$ cat src/rtl/clock_mode_controller_if.sv
// Signal bundle between the mode controller and its surroundings: button pulses,
// time values from both counters, and the counter/display/alarm controls.
interface clock_mode_controller_if;
    logic       tick_1hz;
    logic       btn_c;
    logic       btn_u;
    logic       btn_d;
    logic       btn_l;
    logic       btn_r;
    logic       alarm_on;
    logic [4:0] clk_hours;
    logic [5:0] clk_minutes;
    logic [5:0] clk_seconds;
    logic [4:0] alm_hours;
    logic [5:0] alm_minutes;

    logic       enable_seconds;
    logic       adjust_enable_minutes;
    logic       adjust_enable_hours;
    logic       alm_adjust_minutes;
    logic       alm_adjust_hours;
    logic       Up_down;
    logic       show_alarm;
    logic       blink;
    logic [3:0] mode_leds;
    logic       alarm_led;
    logic       buzzer;

    modport master (
        output tick_1hz, btn_c, btn_u, btn_d, btn_l, btn_r, alarm_on,
        output clk_hours, clk_minutes, clk_seconds, alm_hours, alm_minutes,
        input  enable_seconds, adjust_enable_minutes, adjust_enable_hours,
        input  alm_adjust_minutes, alm_adjust_hours, Up_down, show_alarm,
        input  blink, mode_leds, alarm_led, buzzer
    );

    modport slave (
        input  tick_1hz, btn_c, btn_u, btn_d, btn_l, btn_r, alarm_on,
        input  clk_hours, clk_minutes, clk_seconds, alm_hours, alm_minutes,
        output enable_seconds, adjust_enable_minutes, adjust_enable_hours,
        output alm_adjust_minutes, alm_adjust_hours, Up_down, show_alarm,
        output blink, mode_leds, alarm_led, buzzer
    );
endinterface

$ cat src/rtl/clock_mode_controller.sv
// Mode sequencer for the digital clock/alarm: steers the clock and alarm-setting
// counters, detects the alarm match and drives ringing, LEDs and display select.
module clock_mode_controller #(
    parameter int RING_SECONDS = 60
) (
    input logic                    clk,
    input logic                    rst,
    clock_mode_controller_if.slave bus
);
    typedef enum logic [2:0] {
        CLOCK       = 3'd0,
        ADJ_CLK_HR  = 3'd1,
        ADJ_CLK_MIN = 3'd2,
        ADJ_ALM_HR  = 3'd3,
        ADJ_ALM_MIN = 3'd4,
        RING        = 3'd5
    } state_t;

    state_t     state_reg, state_next;
    logic [7:0] ring_cnt_reg, ring_cnt_next;
    logic       blink_reg, blink_next;
    logic       up_down_reg, up_down_next;
    logic       adj_hr_reg, adj_hr_next;
    logic       adj_min_reg, adj_min_next;
    logic       alm_hr_pend_reg, alm_hr_pend_next;
    logic       alm_min_pend_reg, alm_min_pend_next;

    logic       mode_btn;
    logic       any_btn;
    logic       count_press;
    logic       alarm_match;
    logic       enable_seconds_w;
    logic       in_adj;
    logic [8:0] ring_inc;
    logic [3:0] mode_leds_w;

    assign mode_btn    = bus.btn_c | bus.btn_l | bus.btn_r;
    assign any_btn     = mode_btn | bus.btn_u | bus.btn_d;
    assign count_press = (bus.btn_u ^ bus.btn_d) & ~mode_btn;
    assign ring_inc    = {1'b0, ring_cnt_reg} + 9'd1;
    assign in_adj      = (state_reg == ADJ_CLK_HR) || (state_reg == ADJ_CLK_MIN) ||
                         (state_reg == ADJ_ALM_HR) || (state_reg == ADJ_ALM_MIN);

    // Matching on second 59 with the tick means RING starts as the minute rolls over.
    assign alarm_match = (state_reg == CLOCK) && bus.alarm_on && bus.tick_1hz &&
                         (bus.clk_hours == bus.alm_hours) &&
                         (bus.clk_minutes == bus.alm_minutes) &&
                         (bus.clk_seconds == 6'd59);

    assign enable_seconds_w = bus.tick_1hz && rst &&
                              (state_reg != ADJ_CLK_HR) && (state_reg != ADJ_CLK_MIN);

    always_comb begin
        state_next = state_reg;
        case (state_reg)
            CLOCK: begin
                if (alarm_match)    state_next = RING;
                else if (bus.btn_c) state_next = ADJ_CLK_HR;
            end
            ADJ_CLK_HR, ADJ_CLK_MIN: begin
                if (bus.btn_c)
                    state_next = (state_reg == ADJ_CLK_HR) ? ADJ_CLK_MIN : ADJ_ALM_HR;
                else if (bus.btn_l) state_next = ADJ_CLK_HR;
                else if (bus.btn_r) state_next = ADJ_CLK_MIN;
            end
            ADJ_ALM_HR, ADJ_ALM_MIN: begin
                if (bus.btn_c)
                    state_next = (state_reg == ADJ_ALM_HR) ? ADJ_ALM_MIN : CLOCK;
                else if (bus.btn_l) state_next = ADJ_ALM_HR;
                else if (bus.btn_r) state_next = ADJ_ALM_MIN;
            end
            RING: begin
                if (any_btn || !bus.alarm_on ||
                    (bus.tick_1hz && (ring_inc >= 9'(RING_SECONDS))))
                    state_next = CLOCK;
            end
            default: state_next = CLOCK;
        endcase

        blink_next = blink_reg;
        if ((state_next != state_reg) || (state_reg == CLOCK))
            blink_next = 1'b0;
        else if (bus.tick_1hz)
            blink_next = ~blink_reg;

        ring_cnt_next = '0;
        if ((state_reg == RING) && (state_next == RING))
            ring_cnt_next = ring_cnt_reg + {7'd0, bus.tick_1hz};

        adj_hr_next  = count_press && (state_reg == ADJ_CLK_HR);
        adj_min_next = count_press && (state_reg == ADJ_CLK_MIN);

        up_down_next = up_down_reg;
        if (count_press && in_adj)
            up_down_next = bus.btn_u;

        // Alarm requests wait out any cycle where the running clock needs Up_down=1.
        alm_hr_pend_next  = (alm_hr_pend_reg && enable_seconds_w) ||
                            (count_press && (state_reg == ADJ_ALM_HR));
        alm_min_pend_next = (alm_min_pend_reg && enable_seconds_w) ||
                            (count_press && (state_reg == ADJ_ALM_MIN));
    end

    always_ff @(posedge clk or negedge rst) begin
        if (!rst) begin
            state_reg        <= CLOCK;
            ring_cnt_reg     <= '0;
            blink_reg        <= 1'b0;
            up_down_reg      <= 1'b1;
            adj_hr_reg       <= 1'b0;
            adj_min_reg      <= 1'b0;
            alm_hr_pend_reg  <= 1'b0;
            alm_min_pend_reg <= 1'b0;
        end else begin
            state_reg        <= state_next;
            ring_cnt_reg     <= ring_cnt_next;
            blink_reg        <= blink_next;
            up_down_reg      <= up_down_next;
            adj_hr_reg       <= adj_hr_next;
            adj_min_reg      <= adj_min_next;
            alm_hr_pend_reg  <= alm_hr_pend_next;
            alm_min_pend_reg <= alm_min_pend_next;
        end
    end

    // LED bit gi lights for the adjust state encoded as gi+1.
    for (genvar gi = 0; gi < 4; gi++) begin : g_mode_led
        assign mode_leds_w[gi] = (state_reg == state_t'(3'(gi + 1)));
    end

    assign bus.enable_seconds        = enable_seconds_w;
    assign bus.adjust_enable_hours   = adj_hr_reg;
    assign bus.adjust_enable_minutes = adj_min_reg;
    assign bus.alm_adjust_hours      = alm_hr_pend_reg && !enable_seconds_w;
    assign bus.alm_adjust_minutes    = alm_min_pend_reg && !enable_seconds_w;
    assign bus.Up_down               = ((state_reg == CLOCK) || (state_reg == RING) ||
                                        enable_seconds_w) ? 1'b1 : up_down_reg;
    assign bus.show_alarm            = (state_reg == ADJ_ALM_HR) || (state_reg == ADJ_ALM_MIN);
    assign bus.blink                 = blink_reg;
    assign bus.mode_leds             = mode_leds_w;
    assign bus.alarm_led             = (state_reg == RING);
    assign bus.buzzer                = (state_reg == RING) && blink_reg;
endmodule
$ cat src/flat_wrapper.sv
// flat-port wrapper written by rule: the top's interface ports become plain ports
module clock_mode_controller_flat 
#(
    parameter int RING_SECONDS = 60
)
  (clk, rst, bus_tick_1hz, bus_btn_c, bus_btn_u, bus_btn_d, bus_btn_l, bus_btn_r, bus_alarm_on, bus_clk_hours, bus_clk_minutes, bus_clk_seconds, bus_alm_hours, bus_alm_minutes, bus_enable_seconds, bus_adjust_enable_minutes, bus_adjust_enable_hours, bus_alm_adjust_minutes, bus_alm_adjust_hours, bus_Up_down, bus_show_alarm, bus_blink, bus_mode_leds, bus_alarm_led, bus_buzzer);
  clock_mode_controller_if bus_i ();
  input logic clk;
  input logic rst;
  input wire logic [$bits(bus_i.tick_1hz)-1:0] bus_tick_1hz;
  input wire logic [$bits(bus_i.btn_c)-1:0] bus_btn_c;
  input wire logic [$bits(bus_i.btn_u)-1:0] bus_btn_u;
  input wire logic [$bits(bus_i.btn_d)-1:0] bus_btn_d;
  input wire logic [$bits(bus_i.btn_l)-1:0] bus_btn_l;
  input wire logic [$bits(bus_i.btn_r)-1:0] bus_btn_r;
  input wire logic [$bits(bus_i.alarm_on)-1:0] bus_alarm_on;
  input wire logic [$bits(bus_i.clk_hours)-1:0] bus_clk_hours;
  input wire logic [$bits(bus_i.clk_minutes)-1:0] bus_clk_minutes;
  input wire logic [$bits(bus_i.clk_seconds)-1:0] bus_clk_seconds;
  input wire logic [$bits(bus_i.alm_hours)-1:0] bus_alm_hours;
  input wire logic [$bits(bus_i.alm_minutes)-1:0] bus_alm_minutes;
  output wire logic [$bits(bus_i.enable_seconds)-1:0] bus_enable_seconds;
  output wire logic [$bits(bus_i.adjust_enable_minutes)-1:0] bus_adjust_enable_minutes;
  output wire logic [$bits(bus_i.adjust_enable_hours)-1:0] bus_adjust_enable_hours;
  output wire logic [$bits(bus_i.alm_adjust_minutes)-1:0] bus_alm_adjust_minutes;
  output wire logic [$bits(bus_i.alm_adjust_hours)-1:0] bus_alm_adjust_hours;
  output wire logic [$bits(bus_i.Up_down)-1:0] bus_Up_down;
  output wire logic [$bits(bus_i.show_alarm)-1:0] bus_show_alarm;
  output wire logic [$bits(bus_i.blink)-1:0] bus_blink;
  output wire logic [$bits(bus_i.mode_leds)-1:0] bus_mode_leds;
  output wire logic [$bits(bus_i.alarm_led)-1:0] bus_alarm_led;
  output wire logic [$bits(bus_i.buzzer)-1:0] bus_buzzer;
  assign bus_i.tick_1hz = bus_tick_1hz;
  assign bus_i.btn_c = bus_btn_c;
  assign bus_i.btn_u = bus_btn_u;
  assign bus_i.btn_d = bus_btn_d;
  assign bus_i.btn_l = bus_btn_l;
  assign bus_i.btn_r = bus_btn_r;
  assign bus_i.alarm_on = bus_alarm_on;
  assign bus_i.clk_hours = bus_clk_hours;
  assign bus_i.clk_minutes = bus_clk_minutes;
  assign bus_i.clk_seconds = bus_clk_seconds;
  assign bus_i.alm_hours = bus_alm_hours;
  assign bus_i.alm_minutes = bus_alm_minutes;
  assign bus_enable_seconds = bus_i.enable_seconds;
  assign bus_adjust_enable_minutes = bus_i.adjust_enable_minutes;
  assign bus_adjust_enable_hours = bus_i.adjust_enable_hours;
  assign bus_alm_adjust_minutes = bus_i.alm_adjust_minutes;
  assign bus_alm_adjust_hours = bus_i.alm_adjust_hours;
  assign bus_Up_down = bus_i.Up_down;
  assign bus_show_alarm = bus_i.show_alarm;
  assign bus_blink = bus_i.blink;
  assign bus_mode_leds = bus_i.mode_leds;
  assign bus_alarm_led = bus_i.alarm_led;
  assign bus_buzzer = bus_i.buzzer;
  clock_mode_controller #(.RING_SECONDS(RING_SECONDS)) u_core (.clk(clk), .rst(rst), .bus(bus_i));
endmodule
$ cat config.mk
export PLATFORM = sky130hd
export DESIGN_NAME = clock_mode_controller_flat
export DESIGN_NICKNAME = d
export VERILOG_FILES = /design/src/rtl/clock_mode_controller_if.sv /design/src/rtl/clock_mode_controller.sv /design/src/flat_wrapper.sv
export SDC_FILE = /design/constraint.sdc
export NUM_CORES = 1
export LEC_CHECK = 0
export CAP_MARGIN = 25
export CORE_MARGIN = 2
export CORE_UTILIZATION = 41
export CTS_BUF_LIST = sky130_fd_sc_hd__clkbuf_16
export CTS_CLUSTER_SIZE = 25
export DETAILED_ROUTE_END_ITERATION = 12
export HOLD_SLACK_MARGIN = 0.12
export PLACE_DENSITY = 0.79
export SETUP_SLACK_MARGIN = 0.1
export SLEW_MARGIN = 20
export SYNTH_ARGS = -nofsm -noshare
export SYNTH_HDL_FRONTEND = slang
export SYNTH_SLANG_ARGS = --single-unit
export TNS_END_PERCENT = 50
$ cat constraint.sdc
create_clock -name clk -period 1.8 [get_ports clk]
set_input_delay 0.36 -clock clk [delete_from_list [all_inputs] [get_ports clk]]
set_output_delay 0.36 -clock clk [all_outputs]
set_load 0.03 [all_outputs]
---- After elaboration in Yosys (flattened, before gate mapping) ----
Cells that the tools add are included.
storage, ports and cells
  output and inout port bits .............. 14
  register bits ........................... 17
  word-level logic and storage cells ...... 84
operators by class
  add/sub/neg operators ................... 2
  reductions and logical operators ........ 37
  mux-type cells .......................... 16
  bitwise operators ....................... 8
  equal/unequal tests ..................... 12
  order comparisons ....................... 1
operator list
  kind                 count
  $mux 3               10
  $logic_and 1x1->1    20
  $pmux 3 s4           1
  $logic_or 1x1->1     11
  $add 8x1->9 const B  1
  $eq 3x3->1 const B   3
  $ge 9x6->1 const B   1
  $add 8x1->8          1
  $mux 8               1
  $eq 3x2->1 const B   2
  $eq 6x6->1           1
  $eq 6x6->1 const B   1
  $eq 5x5->1           1
  $mux 1               4
  $or 1x1->1           4
  $reduce_or 2->1      2
  $eq 3x1->1 const B   1
  $logic_not 3->1      1
  $ne 3x1->1 const B   1
  $ne 3x2->1 const B   1
  $ne 3x3->1           1
  $logic_not 1->1      2
  $not 1->1            2
  $reduce_bool 2->1    1
  2 further kinds      2

---- Longest topological paths before layout ----
Gate-level depths: netlist (run 1).
  depth after elaboration ................. 11
  depth in mapped cells ................... 6

---- Worst setup path before layout (run 1) ----
OpenSTA, ideal clock, no wires.
  path type ............................... flip-flop to output port
  from .................................... register u_core.state_reg[1]
  to ...................................... output port bus_Up_down
  data required time ...................... 1.440 ns
  setup slack ............................. 0.020 ns
  cell stages (with the launch flop) ...... 4
  arrival ................................. 1.420 ns
  buffers on the path ..................... 0
  cell sequence ........................... dfrtp_1 > xnor2_1 > o211a_1 > or3_1
on the way
  longest elaborated chain between the ends .. 5
RTL lines
  item                    RTL line                      text
  start, declared         clock_mode_controller.sv:19   state_t state_reg, state_next;
  start signal, assigned  clock_mode_controller.sv:115  state_reg <= state_next;
  $ne 3x1->1              clock_mode_controller.sv:51   (state_reg != ADJ_CLK_HR) && (state_reg != ADJ_CLK_MIN);
  $logic_and 1x1->1       clock_mode_controller.sv:50   assign enable_seconds_w = bus.tick_1hz && rst &&
  $logic_and 1x1->1 (*)   clock_mode_controller.sv:51
  via bus_enable_seconds  flat_wrapper.sv:22            output wire logic [$bits(bus_i.enable_seconds)-1:0] bus_enable_seconds;
  $logic_or 1x1->1 (*)    clock_mode_controller.sv:136  assign bus.Up_down = ((state_reg == CLOCK) || (state_reg == RING) ||
  $mux 1 (*)              clock_mode_controller.sv:137  enable_seconds_w) ? 1'b1 : up_down_reg;
  end, declared           flat_wrapper.sv:27            output wire logic [$bits(bus_i.Up_down)-1:0] bus_Up_down;
Mark *: on every way through the listed nets, which the timed path passes. The rest lies on a longest branch.

---- Worst setup path in the final report (run 1) ----
  from .................................... register u_core.state_reg[0]
  to ...................................... output port bus_show_alarm
on the way
  longest elaborated chain between the ends .. 2
RTL lines
  item                                      RTL line                      text
  $eq 3x2->1 or $eq 3x3->1 (tied branches)  clock_mode_controller.sv:138  assign bus.show_alarm = (state_reg == ADJ_ALM_HR) || (state_reg == ADJ_ALM_MIN);
  $logic_or 1x1->1 (*)                      clock_mode_controller.sv:138
  end, declared                             flat_wrapper.sv:28            output wire logic [$bits(bus_i.show_alarm)-1:0] bus_show_alarm;
Every way passes the cells marked *; elsewhere a longest branch is shown, timed or not.

==> metrics.md, run 1 <==
| Metric | Value |
|---|---|
| Status | `finished, violations left` |
| Failing checks | `setup timing` |
| Kind of end point of the critical path | `primary output` |
| Tmin final | `1.89 ns` |
| Top cells by area, synth | `dfrtp_1, xor2_1, nor2_1` |
| Worst vdd rail ir drop | `1220 µV` |
| Vias/cell | `5.36` |
| Levels on crit path | `5` |
| # setup viols final | `5` |
| PwrDens | `1160 nW/µm²` |
| Hold Buf Count CTS | `0` |
| Warnings, synthesis | `0` |
| Register area share after synthesis | `0.375` |
| Gate count of the mapped netlist | `127` |
| Top cell type's share of synthesized area | `0.352` |
| P_sw | `0.852 mW` |
| Global-route wire length before repair | `4580 µm` |
| Critical Path End | `bus_show_alarm` |
| Slew @ Worst Pin | `0.325 ns` |
| Drt initial violations | `24` |
| Max_slew headroom | `0.783` |
| Switch share | `0.369` |
| Most common cell after layout, fill and taps aside | `clkdlybuf4s50_1` |
| CP delay by family, top | `simple AND/OR/NAND/NOR gates` |
| Max reg flops | `8` |
| Core Box Area | `2690 µm²` |
| Initial antenna violation count | `0` |
| CTS H-tree lvls | `1` |
| Post-Place Cells | `214` |
| Post-Syn Area | `1140 µm²` |
| Sequential power share | `0.212` |
| CP Cell Sequence | `buf_4 -> buf_6 -> or3b_4 -> nand2_2 -> buf_6` |
| Worst-skew pair later-pin latency | `0.25 ns` |
| Slew Limit Fails | `0` |
| Reg2Reg Launch Point | `u_core.state_reg[0]` |
| Max Clk Rate | `530 MHz` |
| Share of post-route cells with drive strength above 1 | `0.284` |
| Num rows | `19` |
| Die H | `56.7 µm` |
| TritonRoute pass-1 iters | `4` |
| Die W | `56.7 µm` |
| Initial Utilization | `0.423` |
| Synth area leader | `dfrtp_1` |
| Clk network pwr share | `0.192` |
| Final hold slack | `0.483 ns` |
| CP Launch Type | `flip-flop` |
| Most frequent cells in the layout | `clkdlybuf4s50_1, buf_4, xor2_1` |
| Count of different cell masters after synthesis | `41` |
| Combinational fraction of design power | `0.595` |
| Vias in the first global route | `1131` |
| Fillers | `178` |
| Grt total ovfl | `0` |
| Syn_nets | `166` |
| Largest net degree at the start of global routing | `18` |
| Slowest CP cell | `dfrtp_1` |
| Setup Crit Path Kind | `flip-flop to primary output` |
| Layout Nets | `241` |
| Max Cap Viol | `0` |
| RSZ-0062 raised after global routing | `yes` |
| Critical Path Fanout Max | `5` |
| CP startpoint | `u_core.state_reg[0]` |
| Setup TNS | `-0.313 ns` |
| HP Class | `flip-flop to flip-flop` |
| Gr usage total | `0.184` |
| Ant. Diodes | `0` |
| Via count | `1244` |
| Routed wire length | `3410 µm` |
| Area post-placement | `1720 µm²` |
| R2R setup slack | `-0.08 ns` |
| CP most frequent cell | `buf_6` |
| Clk sinks | `17` |
| Clock Skew | `0.00167 ns` |
| Critical Path AT | `1.53 ns` |
| Dpl ws | `-0.461 ns` |
| Gp weighted congestion | `0.777` |
| Fin crit share | `1.05` |
| Avg WL per Cell | `14.7 µm` |
| Layout area overhead | `75.8%` |
| Max stage delay on crit path | `0.40 ns` |
| Power Internal | `1.46 mW` |
| Worst Path Required | `1.44 ns` |
| Leakage | `0.932 nW` |
| Register bit total from synthesis | `17` |
| R2R depth | `7` |
| Post-DRT Antenna Nets | `0` |
| Synth Area per Inst | `8.96 µm²` |
| Cts bufs inserted | `3` |
| IO Pins | `51` |
| R2r endpoint | `u_core.up_down_reg` |
| CP Buf/Inv Count | `3` |
| Die Area | `3210 µm²` |
| Buffers on Ports | `50` |
| Fin worst setup slack | `-0.0863 ns` |
| Clock tree buffer depth | `2` |
| Drc violations | `0` |
| Cells on Worst Hold Path | `2` |
| Finished Layout Cells | `232` |
| Dpl hpwl | `2180 µm` |
| Final Hold Fails | `0` |
| CTS clk-pin slew, worst paths | `0.05 ns` |
| CTS tree | `done` |
| CTS Root Cell | `clkbuf_16` |
| Post-route cell area | `2000 µm²` |
==> timing repair <==
item | 4_1_cts | 5_1_grt
gates resized for setup | 13 | 19
pin swaps | 2 | 3
endpoints found under the setup margin | 7 | 14
cloned | 0 | 1
setup buffers | 3 | 10
==> worst reg2reg max path, delay by kind of cell (launching register included) <==
family                 cells  cell delay [ns]
AO/OA/AOI/OAI              1             0.12
buffers and inverters      4             0.57
flip-flops                 1             0.40
multiplexers               1             0.33
AND/OR/NAND/NOR            1             0.40
==> synthesized netlist by cell type (all sizes together) <==
cell,instances
buf,5
o21a,1
or3b,1
nand2,6
dfstp,1
nor2,13
nand3b,1
a21oi,3
o211a,1
clkbuf,1
and2,1
a21o,2
and3,3
xnor2,4
nor3,3
nand3,6
a211oi,1
maj3,1
o211ai,1
a2bb2oi,2
a31oi,2
nand4,3
nand2b,3
nor3b,1
and3b,1
inv,4
o22ai,1
xor2,16
o21ai,5
ha,2
or3,3
nor2b,6
o21bai,1
dfrtp,16
mux2,1
a211o,1
nor4,4
==> metal layers <==
metal | part of all wire | global-route usage | wire length, µm | vias to the layer above
met1 | 0.39 | 0.229 | 1340 | 579
met3 | 0.071 | 0.0323 | 242 | 11
li1 | - | - | - | 589
met2 | 0.50 | 0.297 | 1720 | 65
met4 | 0.031 | 0.102 | 107 | 0
met5 | 0 | 0 | 0 | -
==> kinds of logic (layout without fill, tap and decap cells) <==
family / after synthesis / in the layout / share of synthesized area
and+or+nand+nor: 55 / 55 / 0.259
AOI/OAI and AO/OA: 21 / 21 / 0.128
xor gates and xnor gates: 20 / 20 / 0.154
DFF: 17 / 17 / 0.375
muxes: 1 / 1 / 0.00990
adders and majority gates: 3 / 3 / 0.0308
buffers and inverters: 10 / 84 / 0.0440
==> cell type report <==
| type | instances | area [µm²] | share of cell area |
|---|---|---|---|
| clock buffers | 3 | 75.1 | 0.0375 |
| clock inverters | 1 | 5.00 | 0.00250 |
| inverters | 4 | 15.0 | 0.00751 |
| multi-input cells | 100 | 704 | 0.352 |
| flip-flops and latches | 17 | 428 | 0.214 |
| well taps | 31 | 38.8 | 0.0194 |
| repair buffers | 76 | 733 | 0.367 |
==> power groups by stage <==
stage               clock (mW)  sequential [mW]  combinational [mW]
finish                   0.445            0.490                1.38
global route             0.462            0.499                1.45
CTS                      0.455            0.485                1.06
detailed placement           0            0.487               0.986
global placement             0            0.485               0.974
floorplan                    0            0.505               0.568
==> worst min-delay path by stage <==
stage	startpoint	endpoint	slack [ns]
6_report	u_core.alm_min_pend_reg	u_core.alm_min_pend_reg	0.48
5_1_grt	rst	u_core.ring_cnt_reg[0]	0.52
4_1_cts	u_core.alm_min_pend_reg	u_core.alm_min_pend_reg	0.48
3_5_place_dp	u_core.alm_min_pend_reg	u_core.alm_min_pend_reg	0.47
3_3_place_gp	u_core.alm_min_pend_reg	u_core.alm_min_pend_reg	0.46
2_1_floorplan	rst	u_core.alm_hr_pend_reg	0.06
==> through the flow <==
stage	utilization	total power, mW
finish	0.744	2.31
global placement	0.639	1.46
CTS	0.685	2.00
global route	0.744	2.41
detailed placement	0.639	1.47
floorplan	-	1.07
(Power assumes the default switching activity.)
==> inputs of run 2 (changes only) <==
PLACE_DENSITY = 0.87   (was 0.79)
SLEW_MARGIN = 40   (was 20)
clock period = 1.75 ns   (was 1.8 ns; I/O delays follow)
==> run 2 against run 1 <==
- the run still ends with setup timing left
- combinational power down 21%
- critical path depth decreased by 1
- hold slack got worse by 0.019 ns
- via count is 2.7% lower
- sequential share of layout area rose by 1.6 points
- clock power is 2% higher
- non-clock buffer count down 11
- wire length is 6.2% lower
- global-route usage increased by 2.2 points
- largest power group unchanged
==> metrics.md, run 2 (synthesis gave the netlist of run 1 again) <==
| Metric | Value |
|---|---|
| Status | `finished, violations left` |
| Failing checks | `setup timing` |
| Max Clk Rate | `532 MHz` |
| RSZ-0062 raised after global routing | `yes` |
| Die H | `56.7 µm` |
| Clock Skew | `0.00226 ns` |
| Die W | `56.7 µm` |
| CTS tree | `done` |
| Grt total ovfl | `0` |
| Worst-skew pair later-pin latency | `0.25 ns` |
| Clk sinks | `17` |
| Max reg flops | `8` |
| CTS H-tree lvls | `1` |
| Most frequent cells in the layout | `clkdlybuf4s50_1, buf_4, xor2_1` |
| Fillers | `220` |
| # setup viols final | `6` |
| Gr usage total | `0.206` |
| Cts bufs inserted | `3` |
| Final Hold Fails | `0` |
| HP Class | `input pin to asynchronous set/reset pin` |
| Max_slew headroom | `0.796` |
| Core Box Area | `2690 µm²` |
| Post-Place Cells | `217` |
| Gp weighted congestion | `0.814` |
| Fin crit share | `1.07` |
| Area post-placement | `1740 µm²` |
| Drt initial violations | `26` |
| Largest net degree at the start of global routing | `18` |
| Leakage | `0.840 nW` |
| Dpl hpwl | `2490 µm` |
| Ant. Diodes | `0` |
| Slew Limit Fails | `0` |
| Initial Utilization | `0.423` |
| Vias in the first global route | `1170` |
| Critical Path Fanout Max | `14` |
| Post-route cell area | `1860 µm²` |
| Worst vdd rail ir drop | `909 µV` |
| Most common cell after layout, fill and taps aside | `clkdlybuf4s50_1` |
| Fin util | `0.694` |
| TritonRoute pass-1 iters | `4` |
| Layout area overhead | `63.9%` |
| Avg WL per Cell | `14.5 µm` |
| Num rows | `19` |
| Finished Layout Cells | `221` |
| Clock tree buffer depth | `2` |
| PwrDens | `1100 nW/µm²` |
| Buffers on Ports | `50` |
| Setup Crit Path Kind | `flip-flop to primary output` |
| CP Cell Sequence | `buf_4 -> or3b_4 -> nand2_1 -> buf_4` |
| Post-DRT Antenna Nets | `0` |
| Slew @ Worst Pin | `0.305 ns` |
| CP Launch Type | `flip-flop` |
| Via count | `1210` |
| CTS clk-pin slew, worst paths | `0.05 ns` |
| Max Cap Viol | `0` |
| Share of post-route cells with drive strength above 1 | `0.242` |
| Global-route wire length before repair | `5050 µm` |
| Fin worst setup slack | `-0.129 ns` |
| Slowest CP cell | `or3b_4` |
| Worst Path Required | `1.40 ns` |
| Tmin final | `1.88 ns` |
| R2R setup slack | `0.13 ns` |
| Die Area | `3210 µm²` |
| Routed wire length | `3200 µm` |
| Layout Nets | `230` |
| Critical Path AT | `1.53 ns` |
| Max stage delay on crit path | `0.44 ns` |
| IO Pins | `51` |
| CTS Root Cell | `clkbuf_16` |
| Kind of end point of the critical path | `primary output` |
| CP most frequent cell | `buf_4` |
| Initial antenna violation count | `0` |
| Drc violations | `0` |
| Vias/cell | `5.48` |
## run 2: cell types whose count changed in the layout (fill, tap and decap cells not counted), sizes merged
cell          before  now
buf               36   26
clkbuf             4    3
dlygate4sd2        0    1
dlymetal6s2s       1    0
## run 2: through the flow
step / setup WS (ns) / power, mW / TNS, ns / hold slack (ns)
floorplan: 0.0107 / 1.10 / 0 / 0.0544
global placement: -0.485 / 1.52 / -0.777 / 0.455
detailed placement: -0.475 / 1.55 / -0.998 / 0.476
CTS: -0.120 / 2.03 / -0.513 / 0.471
global route: -0.160 / 2.16 / -0.818 / 0.488
finish: -0.129 / 2.05 / -0.488 / 0.464
## run 2: final timing paths
check | cells after the start | startpoint | endpoint
worst min-delay path | 2 | rst | u_core.bus.adjust_enable_hours
max in group asynchronous | 2 | rst | u_core.up_down_reg
min in group clk | 2 | u_core.alm_hr_pend_reg | u_core.alm_hr_pend_reg
worst max-delay path | 4 | u_core.state_reg[1] | bus_show_alarm
worst max register to register | 6 | u_core.state_reg[1] | u_core.state_reg[2]
worst min register to register | 2 | u_core.alm_hr_pend_reg | u_core.alm_hr_pend_reg
## run 2: timing repair
| action | in CTS | in global routing |
|---|---|---|
| gates resized for setup | 11 | 11 |
| buffers inserted | 0 | 0 |
| setup endpoints to repair | 11 | 19 |
| hold buffers | 0 | 0 |
| pin swaps | 0 | 1 |
## run 2: layout make-up
type                            count  area (µm²)  area share
Inverter                            4        15.0     0.00805
Sequential cell                    17         428       0.230
Clock inverter                      1        5.00     0.00268
Timing Repair Buffer               65         596       0.319
Tap cell                           31        38.8      0.0208
Multi-Input combinational cell    100         707       0.379
Clock buffer                        3        75.1      0.0403
## run 2: power by group
| part | switching, mW | leakage [nW] | internal, mW |
|---|---|---|---|
| Clock | 0.151 | 0.0409 | 0.306 |
| Sequential | 0.0525 | 0.228 | 0.456 |
| Combinational | 0.571 | 0.572 | 0.517 |
## run 2: worst max-delay path: cells and delay by family (launching register included)
family | cells | cell delay (ns)
flops | 1 | 0.40
buf+inv | 2 | 0.36
simple gates | 2 | 0.52
## run 2: layer usage
metal	global-route usage	share of wire
met5	0	0
met4	0.0918	0.023
met3	0.0346	0.070
met2	0.354	0.50
met1	0.249	0.40
